File: config.mk
export PLATFORM = sky130hd
export DESIGN_NAME = debounce_scan_ctrl_flat
export DESIGN_NICKNAME = d
export VERILOG_FILES = /design/src/rtl/debounce_scan_pkg.sv /design/src/rtl/debounce_scan_ctrl_if.sv /design/src/rtl/debounce_scan_fifo.sv /design/src/rtl/debounce_scan_ctrl.sv /design/src/flat_wrapper.sv
export SDC_FILE = /design/constraint.sdc
export NUM_CORES = 1
export LEC_CHECK = 0
export CAP_MARGIN = 20
export CELL_PAD_IN_SITES_DETAIL_PLACEMENT = 0
export CELL_PAD_IN_SITES_GLOBAL_PLACEMENT = 1
export CORE_UTILIZATION = 50
export CTS_BUF_LIST = sky130_fd_sc_hd__clkbuf_16
export DETAILED_ROUTE_END_ITERATION = 8
export MAX_ROUTING_LAYER = met4
export PLACE_DENSITY = 0.84
export REMOVE_ABC_BUFFERS = 1
export SLEW_MARGIN = 20
export SYNTH_ARGS = -nofsm -noshare
export SYNTH_HDL_FRONTEND = slang
export SYNTH_HIERARCHICAL = 1
export SYNTH_SLANG_ARGS = --single-unit
File: constraint.sdc
create_clock -name clk -period 4.5 [get_ports clk]
set_input_delay 0.675 -clock clk [delete_from_list [all_inputs] [get_ports clk]]
set_output_delay 0.675 -clock clk [all_outputs]
set_load 0.01 [all_outputs]
File: src/rtl/debounce_scan_pkg.sv
`default_nettype none
// ============================================================================
// Module   : debounce_scan_pkg
// Purpose  : Shared types for the debounce scan controller: scan FSM state
//            encoding, the queued level-change event record, and a constant
//            ceil(log2) helper used to size channel indices and pointers.
// Ports    : none (package)
// Revision : 1.0  initial release
// ============================================================================
package debounce_scan_pkg;

    // Scan scheduler states
    typedef enum logic [0:0] {
        ST_IDLE = 1'b0,
        ST_SCAN = 1'b1
    } state_t;

    // The channel field is sized for the largest supported channel count so
    // the event record has one fixed layout; users slice off the low bits.
    localparam int EVT_CHAN_W = 8;

    typedef struct packed {
        logic [EVT_CHAN_W-1:0] chan;
        logic                  level;
    } evt_t;

    localparam int EVT_W = $bits(evt_t);

    // ceil(log2(n)), never below 1 so single-bit indices remain legal
    function automatic int clog2(input int n);
        int r;
        r = 0;
        for (int i = 0; i < 31; i++) begin
            if ((1 << i) < n) begin
                r = i + 1;
            end
        end
        if (r < 1) begin
            r = 1;
        end
        return r;
    endfunction

endpackage
`default_nettype wire

File: src/rtl/debounce_scan_ctrl_if.sv
`default_nettype none
// ============================================================================
// Module   : debounce_scan_ctrl_if
// Purpose  : Valid/ready event port between the debounce scan controller
//            (master, produces events) and the register interface (slave,
//            consumes events).
// Signals  : evt_valid  master->slave  head event present
//            evt_ready  slave->master  consumer accepts head this cycle
//            evt_chan   master->slave  channel of head event (CHAN_W bits)
//            evt_level  master->slave  new debounced level of head event
// Revision : 1.0  initial release
// ============================================================================
interface debounce_scan_ctrl_if #(
    parameter int CHAN_W = 2
);
    logic              evt_valid;
    logic              evt_ready;
    logic [CHAN_W-1:0] evt_chan;
    logic              evt_level;

    modport master (
        output evt_valid,
        output evt_chan,
        output evt_level,
        input  evt_ready
    );

    modport slave (
        input  evt_valid,
        input  evt_chan,
        input  evt_level,
        output evt_ready
    );
endinterface
`default_nettype wire

File: src/rtl/debounce_scan_fifo.sv
`default_nettype none
// ============================================================================
// Module   : debounce_scan_fifo
// Purpose  : Synchronous FIFO of level-change events. Head is presented
//            combinationally from storage. A push while full is accepted only
//            when a pop happens in the same cycle; otherwise it is dropped.
// Ports    : clk        in   system clock
//            rst_n      in   synchronous reset, active low
//            push       in   write push_data
//            push_data  in   event to enqueue
//            pop        in   remove head (ignored when empty)
//            head       out  event at head of queue
//            full       out  all DEPTH entries occupied
//            empty      out  no entries
// Revision : 1.0  initial release
// ============================================================================
module debounce_scan_fifo
    import debounce_scan_pkg::*;
#(
    parameter int DEPTH = 4
) (
    input  logic clk,
    input  logic rst_n,
    input  logic push,
    input  evt_t push_data,
    input  logic pop,
    output evt_t head,
    output logic full,
    output logic empty
);

    localparam int AW = clog2(DEPTH);

    evt_t        r_mem_q [DEPTH];
    evt_t        w_mem_d [DEPTH];
    logic [AW:0] r_wr_ptr_q, w_wr_ptr_d;
    logic [AW:0] r_rd_ptr_q, w_rd_ptr_d;
    logic        w_push_ok;
    logic        w_pop_ok;

    // Pointers carry one wrap bit: equal -> empty, differ only in wrap -> full
    assign empty = (r_wr_ptr_q == r_rd_ptr_q);
    assign full  = (r_wr_ptr_q[AW] != r_rd_ptr_q[AW]) &&
                   (r_wr_ptr_q[AW-1:0] == r_rd_ptr_q[AW-1:0]);
    assign head  = r_mem_q[r_rd_ptr_q[AW-1:0]];

    // A pop frees the head slot in the same edge, so push+pop while full is safe
    assign w_push_ok = push && (!full || pop);
    assign w_pop_ok  = pop && !empty;

    always_comb begin
        w_mem_d    = r_mem_q;
        w_wr_ptr_d = r_wr_ptr_q;
        w_rd_ptr_d = r_rd_ptr_q;
        if (w_push_ok) begin
            w_mem_d[r_wr_ptr_q[AW-1:0]] = push_data;
            w_wr_ptr_d                  = r_wr_ptr_q + 1'b1;
        end
        if (w_pop_ok) begin
            w_rd_ptr_d = r_rd_ptr_q + 1'b1;
        end
    end

    always_ff @(posedge clk) begin
        if (!rst_n) begin
            r_wr_ptr_q <= '0;
            r_rd_ptr_q <= '0;
            for (int i = 0; i < DEPTH; i++) begin
                r_mem_q[i] <= '0;
            end
        end else begin
            r_wr_ptr_q <= w_wr_ptr_d;
            r_rd_ptr_q <= w_rd_ptr_d;
            r_mem_q    <= w_mem_d;
        end
    end

endmodule
`default_nettype wire

File: src/rtl/debounce_scan_ctrl.sv
`default_nettype none
// ============================================================================
// Module   : debounce_scan_ctrl
// Purpose  : Debounce scheduler. A shared prescaler produces a sample tick;
//            each tick starts a round-robin pass that shifts one raw input
//            per clock into that channel's history. A channel's debounced
//            level flips once its history is uniformly the opposite value,
//            and every flip is queued as an event on the valid/ready port.
// Ports    : clk          in   system clock
//            rst_n        in   synchronous reset, active low
//            enable       in   prescaler runs / ticks accepted
//            div_val      in   tick period = div_val+1 cycles (read on reload)
//            raw_in       in   synchronised raw inputs, bit i = channel i
//            level_out    out  debounced levels
//            busy         out  high while a scan pass is running
//            evt          if   event port (master modport)
//            overrun      out  sticky dropped-event flag  (optional)
//            overrun_clr  in   clears overrun; set wins    (optional)
// Config   : DEBOUNCE_SCAN_OVERRUN_EN adds overrun/overrun_clr ports.
// Revision : 1.0  initial release
// ============================================================================
module debounce_scan_ctrl
    import debounce_scan_pkg::*;
#(
    parameter int NCH        = 3,
    parameter int HIST_LEN   = 8,
    parameter int DIV_W      = 16,
    parameter int FIFO_DEPTH = 4
) (
    input  logic                 clk,
    input  logic                 rst_n,
    input  logic                 enable,
    input  logic [DIV_W-1:0]     div_val,
    input  logic [NCH-1:0]       raw_in,
    output logic [NCH-1:0]       level_out,
    output logic                 busy,
    debounce_scan_ctrl_if.master evt
`ifdef DEBOUNCE_SCAN_OVERRUN_EN
    ,
    output logic                 overrun,
    input  logic                 overrun_clr
`endif
);

    localparam int                CHAN_W    = clog2(NCH);
    localparam logic [CHAN_W-1:0] C_LAST_CH = CHAN_W'(NCH - 1);

    state_t              r_state_q, w_state_d;
    logic [CHAN_W-1:0]   r_ch_idx_q, w_ch_idx_d;
    logic                r_pending_q, w_pending_d;
    logic [DIV_W-1:0]    r_cnt_q, w_cnt_d;
    logic [HIST_LEN-1:0] r_hist_q [NCH];
    logic [HIST_LEN-1:0] w_hist_d [NCH];
    logic [NCH-1:0]      r_level_q, w_level_d;

    logic                w_tick;
    logic                w_push;
    evt_t                w_push_evt;
    evt_t                w_head;
    logic                w_full;
    logic                w_empty;
    logic                w_pop;
    logic [HIST_LEN-1:0] w_old_hist;
    logic                w_raw_bit;
    logic                w_unused_chan;

    // ------------------------------------------------------------------
    // Prescaler: disabled counter sits at the reload value so the first
    // tick after enabling arrives a full period later.
    // ------------------------------------------------------------------
    assign w_tick = enable && (r_cnt_q == '0);

    always_comb begin
        w_cnt_d = r_cnt_q - 1'b1;
        if (!enable || w_tick) begin
            w_cnt_d = div_val;
        end
    end

    // ------------------------------------------------------------------
    // Scan FSM and per-channel debounce update
    // ------------------------------------------------------------------
    always_comb begin
        w_state_d   = r_state_q;
        w_ch_idx_d  = r_ch_idx_q;
        w_pending_d = r_pending_q;
        w_hist_d    = r_hist_q;
        w_level_d   = r_level_q;
        w_push      = 1'b0;
        w_old_hist  = r_hist_q[r_ch_idx_q];
        w_raw_bit   = raw_in[r_ch_idx_q];
        w_push_evt  = '0;

        case (r_state_q)
            ST_IDLE: begin
                if (w_tick) begin
                    w_state_d  = ST_SCAN;
                    w_ch_idx_d = '0;
                end
            end
            ST_SCAN: begin
                w_hist_d[r_ch_idx_q] = {w_old_hist[HIST_LEN-2:0], w_raw_bit};
                // Decision uses the pre-shift history: HIST_LEN agreeing
                // samples already stored before the level may change.
                if ((&w_old_hist) && !r_level_q[r_ch_idx_q]) begin
                    w_level_d[r_ch_idx_q] = 1'b1;
                    w_push                = 1'b1;
                end else if (!(|w_old_hist) && r_level_q[r_ch_idx_q]) begin
                    w_level_d[r_ch_idx_q] = 1'b0;
                    w_push                = 1'b1;
                end
                w_push_evt.chan  = EVT_CHAN_W'(r_ch_idx_q);
                w_push_evt.level = w_level_d[r_ch_idx_q];

                if (r_ch_idx_q == C_LAST_CH) begin
                    w_ch_idx_d = '0;
                    if (r_pending_q || w_tick) begin
                        // Start the next pass straight away; one owed tick consumed
                        w_pending_d = 1'b0;
                    end else begin
                        w_state_d = ST_IDLE;
                    end
                end else begin
                    w_ch_idx_d = r_ch_idx_q + 1'b1;
                    if (w_tick) begin
                        w_pending_d = 1'b1;
                    end
                end
            end
            default: begin
                w_state_d = ST_IDLE;
            end
        endcase

        // Disabling drops any owed pass; an in-flight pass still completes
        if (!enable) begin
            w_pending_d = 1'b0;
        end
    end

    always_ff @(posedge clk) begin
        if (!rst_n) begin
            r_state_q   <= ST_IDLE;
            r_ch_idx_q  <= '0;
            r_pending_q <= 1'b0;
            r_cnt_q     <= div_val;
            r_level_q   <= '0;
            for (int i = 0; i < NCH; i++) begin
                r_hist_q[i] <= '0;
            end
        end else begin
            r_state_q   <= w_state_d;
            r_ch_idx_q  <= w_ch_idx_d;
            r_pending_q <= w_pending_d;
            r_cnt_q     <= w_cnt_d;
            r_level_q   <= w_level_d;
            r_hist_q    <= w_hist_d;
        end
    end

    // ------------------------------------------------------------------
    // Event queue
    // ------------------------------------------------------------------
    assign w_pop = !w_empty && evt.evt_ready;

    debounce_scan_fifo #(
        .DEPTH (FIFO_DEPTH)
    ) u_fifo (
        .clk       (clk),
        .rst_n     (rst_n),
        .push      (w_push),
        .push_data (w_push_evt),
        .pop       (w_pop),
        .head      (w_head),
        .full      (w_full),
        .empty     (w_empty)
    );

    assign evt.evt_valid = !w_empty;
    assign evt.evt_chan  = w_head.chan[CHAN_W-1:0];
    assign evt.evt_level = w_head.level;
    // Upper channel bits of the fixed-width event record are always zero
    assign w_unused_chan = ^w_head.chan;

    assign level_out = r_level_q;
    assign busy      = (r_state_q == ST_SCAN);

`ifdef DEBOUNCE_SCAN_OVERRUN_EN
    logic r_overrun_q, w_overrun_d;
    logic w_drop;

    // Same condition under which the FIFO refuses a push
    assign w_drop = w_push && w_full && !w_pop;

    always_comb begin
        w_overrun_d = r_overrun_q;
        if (w_drop) begin
            w_overrun_d = 1'b1;
        end else if (overrun_clr) begin
            w_overrun_d = 1'b0;
        end
    end

    always_ff @(posedge clk) begin
        if (!rst_n) begin
            r_overrun_q <= 1'b0;
        end else begin
            r_overrun_q <= w_overrun_d;
        end
    end

    assign overrun = r_overrun_q;
`else
    logic w_unused_full;
    assign w_unused_full = w_full;
`endif

endmodule
`default_nettype wire
File: src/flat_wrapper.sv
// flat-port wrapper written by rule: the top's interface ports become plain ports
module debounce_scan_ctrl_flat import debounce_scan_pkg::*;
#(
    parameter int NCH        = 3,
    parameter int HIST_LEN   = 8,
    parameter int DIV_W      = 16,
    parameter int FIFO_DEPTH = 4
)
  (clk, rst_n, enable, div_val, raw_in, level_out, busy, evt_evt_valid, evt_evt_chan, evt_evt_level, evt_evt_ready);
  debounce_scan_ctrl_if evt_i ();
  input  logic clk;
  input  logic rst_n;
  input  logic enable;
  input  logic [DIV_W-1:0] div_val;
  input  logic [NCH-1:0] raw_in;
  output logic [NCH-1:0] level_out;
  output logic busy;
  output wire logic [$bits(evt_i.evt_valid)-1:0] evt_evt_valid;
  output wire logic [$bits(evt_i.evt_chan)-1:0] evt_evt_chan;
  output wire logic [$bits(evt_i.evt_level)-1:0] evt_evt_level;
  input wire logic [$bits(evt_i.evt_ready)-1:0] evt_evt_ready;
  assign evt_evt_valid = evt_i.evt_valid;
  assign evt_evt_chan = evt_i.evt_chan;
  assign evt_evt_level = evt_i.evt_level;
  assign evt_i.evt_ready = evt_evt_ready;
  debounce_scan_ctrl #(.NCH(NCH), .HIST_LEN(HIST_LEN), .DIV_W(DIV_W), .FIFO_DEPTH(FIFO_DEPTH)) u_core (.clk(clk), .rst_n(rst_n), .enable(enable), .div_val(div_val), .raw_in(raw_in), .level_out(level_out), .busy(busy), .evt(evt_i));
endmodule
==> run summary <==
Routability Congestion: 0.759
Die W: 81.7 microns
initial antenna violation count: 0
Routed WL per cell: 13.7 microns
worst slew pin tran: 0.793 ns
fin crit share: 67.7%
Rows: 28
most used cell, CP: and2_1
cell-by-cell trace of the critical path: mux2_2 > a22oi_2 > nor4b_2 > and3_1 > o21a_1 > and2_1 > o41ai_4 > xnor2_1 > and2_1
Fill cells: 539
Hold WC Path Type: reg2reg
Final Hold Viols: 0
Setup Crit Path Kind: reg2reg
initial core utilization: 52.8%
Fmax: 0.328 GHz
fin cells: 446
Post-Place Cells: 430
slowest stage delay, CP: 0.83 ns
Die ar.: 6680 sq um
routed vias/inst: 5.45
port bufs: 30
Setup TNS: 0 ns
final wirelength: 6.11 mm
Tmin final: 3.04 ns
Die H: 81.7 microns
maximum VDD drop: 0.226 mV
Cell Pwr Density: 365 nW/um^2
post-CTS sizing: 0
area of the multi-input gates: 1720 sq um
post-synthesis cell count: 347
Starting DRT DRC Count: 83
status: completed
antenna cells: 0
Worst EP required: 4.71 ns
gr ovfl total: 0
# Post-CTS Setup Buffers: 0
io pins: 31
CP Data Arrival Time: 3.25 ns
Post-Syn Area: 3180 sq um
Slew Viols, Final: 0
Sink Count: 65
MaxCap Viol Count: 0
vias in the first global route: 2292
Layout Area Growth over Synthesis: 19.0%
CTS H-tree depth: 3
Hold Buf Count CTS: 0
CTS clk-pin slew, worst paths: 0.05 ns
Final Net Count: 396
synth warn: 6
Final setup viols: 0
CP Capture Type: register
Reg2Reg Depth: 9
peak fanout along the critical path: 16
Static Leak: 1.40 nW
clk_lat worst skew: 0.32 ns
Detail Route Antenna Nets: 0
Max Clock Skew: 0.00540 ns
Tot GR Track Use: 21.2%
CTS tree: done
share of cells above drive strength 1: 10.5%
CP Launch Type: register
Max clock buf depth: 2
CTS Buf Count: 9
RSZ-0062 raised after global routing: false
Via Count: 2429
slowest CP cell: dfxtp_1
Max-slew headroom: 47.1%
register area: 1300 sq um
largest net degree at the start of global routing: 30
Core Area: 6030 sq um
Hold Crit Depth: 2
first-pass GRT wire length: 10.5 mm
HPWL after DPL: 4.13 mm
Remaining DRCs: 0
TritonRoute pass-1 iters: 4
Clock Tree Root: clkbuf_16
mean post-synth cell area: 9.16 sq um
==> registers in the layout (all words and copies together) (netlist names) <==
register and flops:
u_core/r_hist_q 24, u_core/r_cnt_q 16, u_core/u_fifo/r_mem_q 12, u_core/level_out 3, u_core/u_fifo/r_rd_ptr_q 3, u_core/u_fifo/r_wr_ptr_q 3
u_core/r_ch_idx_q 2, u_core/busy 1, u_core/r_pending_q 1
==> critical path: cells and delay by family, from the launching register on <==
family | cells | cell delay (ns)
AND/OR/NAND/NOR | 4 | 1.01
flip-flops | 1 | 0.83
AO/OA/AOI/OAI | 3 | 0.50
multiplexers | 1 | 0.43
XOR/XNOR | 1 | 0.15
==> per-layer routing <==
metal	share of wire, %	up-vias	GRT usage, %
met4	0.90	0	8.95
met3	2.9	4	4.67
met2	44	38	31.9
met5	0	-	-
li1	-	1259	-
met1	53	1128	27.2
==> power by group <==
group | leakage [nW] | internal, mW | switching [mW]
Sequential | 0.529 | 0.589 | 0.0106
Combinational | 0.721 | 0.0350 | 0.0286
Clock | 0.150 | 0.478 | 0.240
Total | 1.40 | 1.10 | 0.279
==> cell type report <==
| class | count | area share [%] |
|---|---|---|
| clock buffers | 9 | 5.95 |
| well taps | 75 | 2.48 |
| multi-input cells | 247 | 45.4 |
| repair buffers | 33 | 8.53 |
| inverters | 10 | 0.992 |
| clock inverters | 7 | 2.25 |
| flip-flops and latches | 65 | 34.4 |
==> cells in the final DEF (no fill, tap or decap), types with 7 or more instances in the layout <==
| cell type | instances |
|---|---|
| dfxtp_1 | 65 |
| nor2_1 | 43 |
| clkdlybuf4s50_1 | 30 |
| nand2_1 | 29 |
| a21oi_1 | 20 |
| a211oi_1 | 18 |
| mux2i_1 | 17 |
| xnor2_1 | 13 |
| and2_1 | 10 |
| clkbuf_16 | 9 |
| inv_1 | 9 |
| nand3_1 | 8 |
| o21ai_0 | 7 |
| ha_1 | 7 |
==> path summary, 6_finish.rpt <==
check | start | endpoint | slack [ns]
hold reg to reg | u_core/u_fifo/r_mem_q[28] | u_core/u_fifo/r_mem_q[28] | 0.46
setup / recovery | u_core/r_ch_idx_q[1] | u_core/u_fifo/r_wr_ptr_q[2] | 1.46
setup reg to reg | u_core/r_ch_idx_q[1] | u_core/u_fifo/r_wr_ptr_q[2] | 1.46
hold / removal | u_core/u_fifo/r_mem_q[28] | u_core/u_fifo/r_mem_q[28] | 0.46
==> stage by stage <==
stage / total power, mW / util [%] / hold slack [ns] / instance area, sq um / worst slack [ns]
6_report: 1.38 / 62.8 / 0.461 / 3780 / 1.46
4_1_cts: 1.39 / 62.8 / 0.465 / 3780 / 1.47
5_1_grt: 1.43 / 62.8 / 0.485 / 3780 / 1.29
3_3_place_gp: 0.674 / 57.6 / 0.443 / 3470 / 1.57
3_5_place_dp: 0.675 / 57.6 / 0.453 / 3470 / 1.48
2_1_floorplan: 0.642 / - / 0.433 / 3050 / 1.83
(Power assumes the default switching activity.)
==> edit, RTL diff (config.mk and constraints unchanged) <==
Add an input register stage for `div_val`, without a reset; this delays it by one clock. The other inputs are not delayed to match. Comments in the files are not updated.
--- a/src/rtl/debounce_scan_ctrl.sv
+++ b/src/rtl/debounce_scan_ctrl.sv
@@ -46,4 +46,10 @@
     localparam logic [CHAN_W-1:0] C_LAST_CH = CHAN_W'(NCH - 1);
 
+    logic [DIV_W-1:0] div_val_q;
+
+    always_ff @(posedge clk) begin
+        div_val_q <= div_val;
+    end
+
     state_t              r_state_q, w_state_d;
     logic [CHAN_W-1:0]   r_ch_idx_q, w_ch_idx_d;
@@ -74,5 +80,5 @@
         w_cnt_d = r_cnt_q - 1'b1;
         if (!enable || w_tick) begin
-            w_cnt_d = div_val;
+            w_cnt_d = div_val_q;
         end
     end
@@ -144,5 +150,5 @@
             r_ch_idx_q  <= '0;
             r_pending_q <= 1'b0;
-            r_cnt_q     <= div_val;
+            r_cnt_q     <= div_val_q;
             r_level_q   <= '0;
             for (int i = 0; i < NCH; i++) begin
Formal check against the unedited RTL: not equivalent (Yosys sat finds a counterexample within 4 cycles, from zero or initial values and one cycle with rst_n low).
==> edit against the original RTL <==
  * Sequential cell count grew 16
  * Setup slack gained 0.10 ns
  * Sequential share of layout area grew 5.5 points
  * Critical path type unchanged
  * Fmax grew 3.4%
  * Wire length shrank 2.1%
  * Power grew 6.4%
  * Cell area grew 7.5%
  * Synthesized area grew 10%
  * First-iteration DRC count grew 17%
  * Clock skew grew 0.0013 ns
==> edit: results (changes against the original RTL) <==
\begin{tabular}{lr}
\hline
Metric & Value \\
\hline
\multicolumn{2}{l}{\textbf{Critical path}} \\
\quad Worst setup startpoint & u\_core/r\_ch\_idx\_q[0] \\
\quad Delay-heaviest family, CP & simple AND/OR/NAND/NOR gates \\
\quad Arrival time at the worst endpoint & 3.16 ns (-0.09 ns) \\
\quad Reg2reg setup slack & 1.56 ns (+0.10 ns) \\
\quad Maximum fanout along the worst path & 16 (unchanged) \\
\quad Crit path largest cell delay & 0.85 ns (+0.02 ns) \\
\multicolumn{2}{l}{\textbf{Routing}} \\
\quad WL/cell & 12.7 um (-7.1\%) \\
\quad Wirelength, routed & 5.99 mm (-2.1\%) \\
\quad DRT iter0 DRCs & 97 (+17\%) \\
\quad Number of iterations in the first detailed-routing pass & 4 (unchanged) \\
\multicolumn{2}{l}{\textbf{Timing}} \\
\quad Rel. slew slack & 45.3\% (-1.8 points) \\
\quad Worst clock skew & 0.00667 ns (+0.00127 ns) \\
\quad Maximum achievable frequency & 340 MHz (+3.4\%) \\
\multicolumn{2}{l}{\textbf{Cells and area}} \\
\quad Multi-input gate share of total cell area & 41.9\% (-3.4 points) \\
\quad Regs by FF count & u\_core/r\_hist\_q (24), u\_core/div\_val\_q (16), u\_core/r\_cnt\_q (16) \\
\quad Final-layout fill cell count & 587 (+8.9\%) \\
\quad Area share of buffers outside the clock network & 7.75\% (-0.78 points) \\
\quad Final clock-cell share & 6.65\% (-1.6 points) \\
\quad Layout multi-input combinational cell count & 236 (-4.5\%) \\
\quad Number of ordinary and repair buffers in the finished layout & 32 (-3.0\%) \\
\quad Fraction of area in registers & 39.9\% (+5.5 points) \\
\quad Number of signal-net inverters in the final layout & 9 (-1) \\
\multicolumn{2}{l}{\textbf{Power and ir drop}} \\
\quad Cell-internal power & 1.14 mW (+3.8\%) \\
\quad Static Leak & 1.52 nW (+8.8\%) \\
\quad Worst-case vdd ir drop & 0.234 mV (+3.5\%) \\
\multicolumn{2}{l}{\textbf{GRT}} \\
\quad Global-route wire length before repair & 10.2 mm (-2.8\%) \\
\quad GRT Overall Usage & 18.0\% (-3.1 points) \\
\quad Largest net degree at the start of global routing & 33 (+10\%) \\
\quad Number of global-route vias before repair & 2,220 (-3.1\%) \\
\quad Antenna violations before repair & 0 (unchanged) \\
\multicolumn{2}{l}{\textbf{Placed design}} \\
\quad Post-DP HPWL & 4.00 mm (-3.3\%) \\
\quad Global placer's final weighted congestion & 0.729 (-4.0\%) \\
\quad Number of cells in the design after placement & 454 (+5.6\%) \\
\multicolumn{2}{l}{\textbf{Clock tree}} \\
\quad Clock Sinks & 81 (+25\%) \\
\multicolumn{2}{l}{\textbf{Synthesis}} \\
\quad Count of mapped cells out of synthesis & 351 (+1.2\%) \\
\multicolumn{2}{l}{\textbf{Min path}} \\
\quad End of the worst hold path & u\_core/r\_cnt\_q[1] \\
\quad Hold path startpoint & u\_core/div\_val\_q[1] \\
\multicolumn{2}{l}{\textbf{Run status}} \\
\quad Result of the run & finished, final reports clean \\
\hline
\end{tabular}
==> edit: layer usage <==
layer  vias to the layer above  global-route usage (%)  wire, um
li1                       1270                       -         -
met1                      1104                    22.6      3030
met2                        38                    28.4      2680
met3                         8                    3.75       169
met4                         0                    7.73       111
met5                         -                       -         0
==> edit: power by group through the flow <==
| stage | logic (mW) | clock network (mW) | registers (mW) |
|---|---|---|---|
| floorplan | 0.0340 | 0 | 0.765 |
| global placement | 0.0627 | 0 | 0.767 |
| detailed placement | 0.0635 | 0 | 0.767 |
| CTS | 0.0644 | 0.669 | 0.752 |
| global route | 0.0707 | 0.703 | 0.754 |
| finish | 0.0638 | 0.655 | 0.752 |
==> edit: stage by stage <==
stage | total power, mW | hold WS [ns] | area (um^2)
global placement | 0.830 | 0.417 | 3800
floorplan | 0.799 | 0.414 | 3360
CTS | 1.48 | 0.444 | 4070
finish | 1.47 | 0.441 | 4070
detailed placement | 0.831 | 0.436 | 3800
global route | 1.53 | 0.463 | 4070
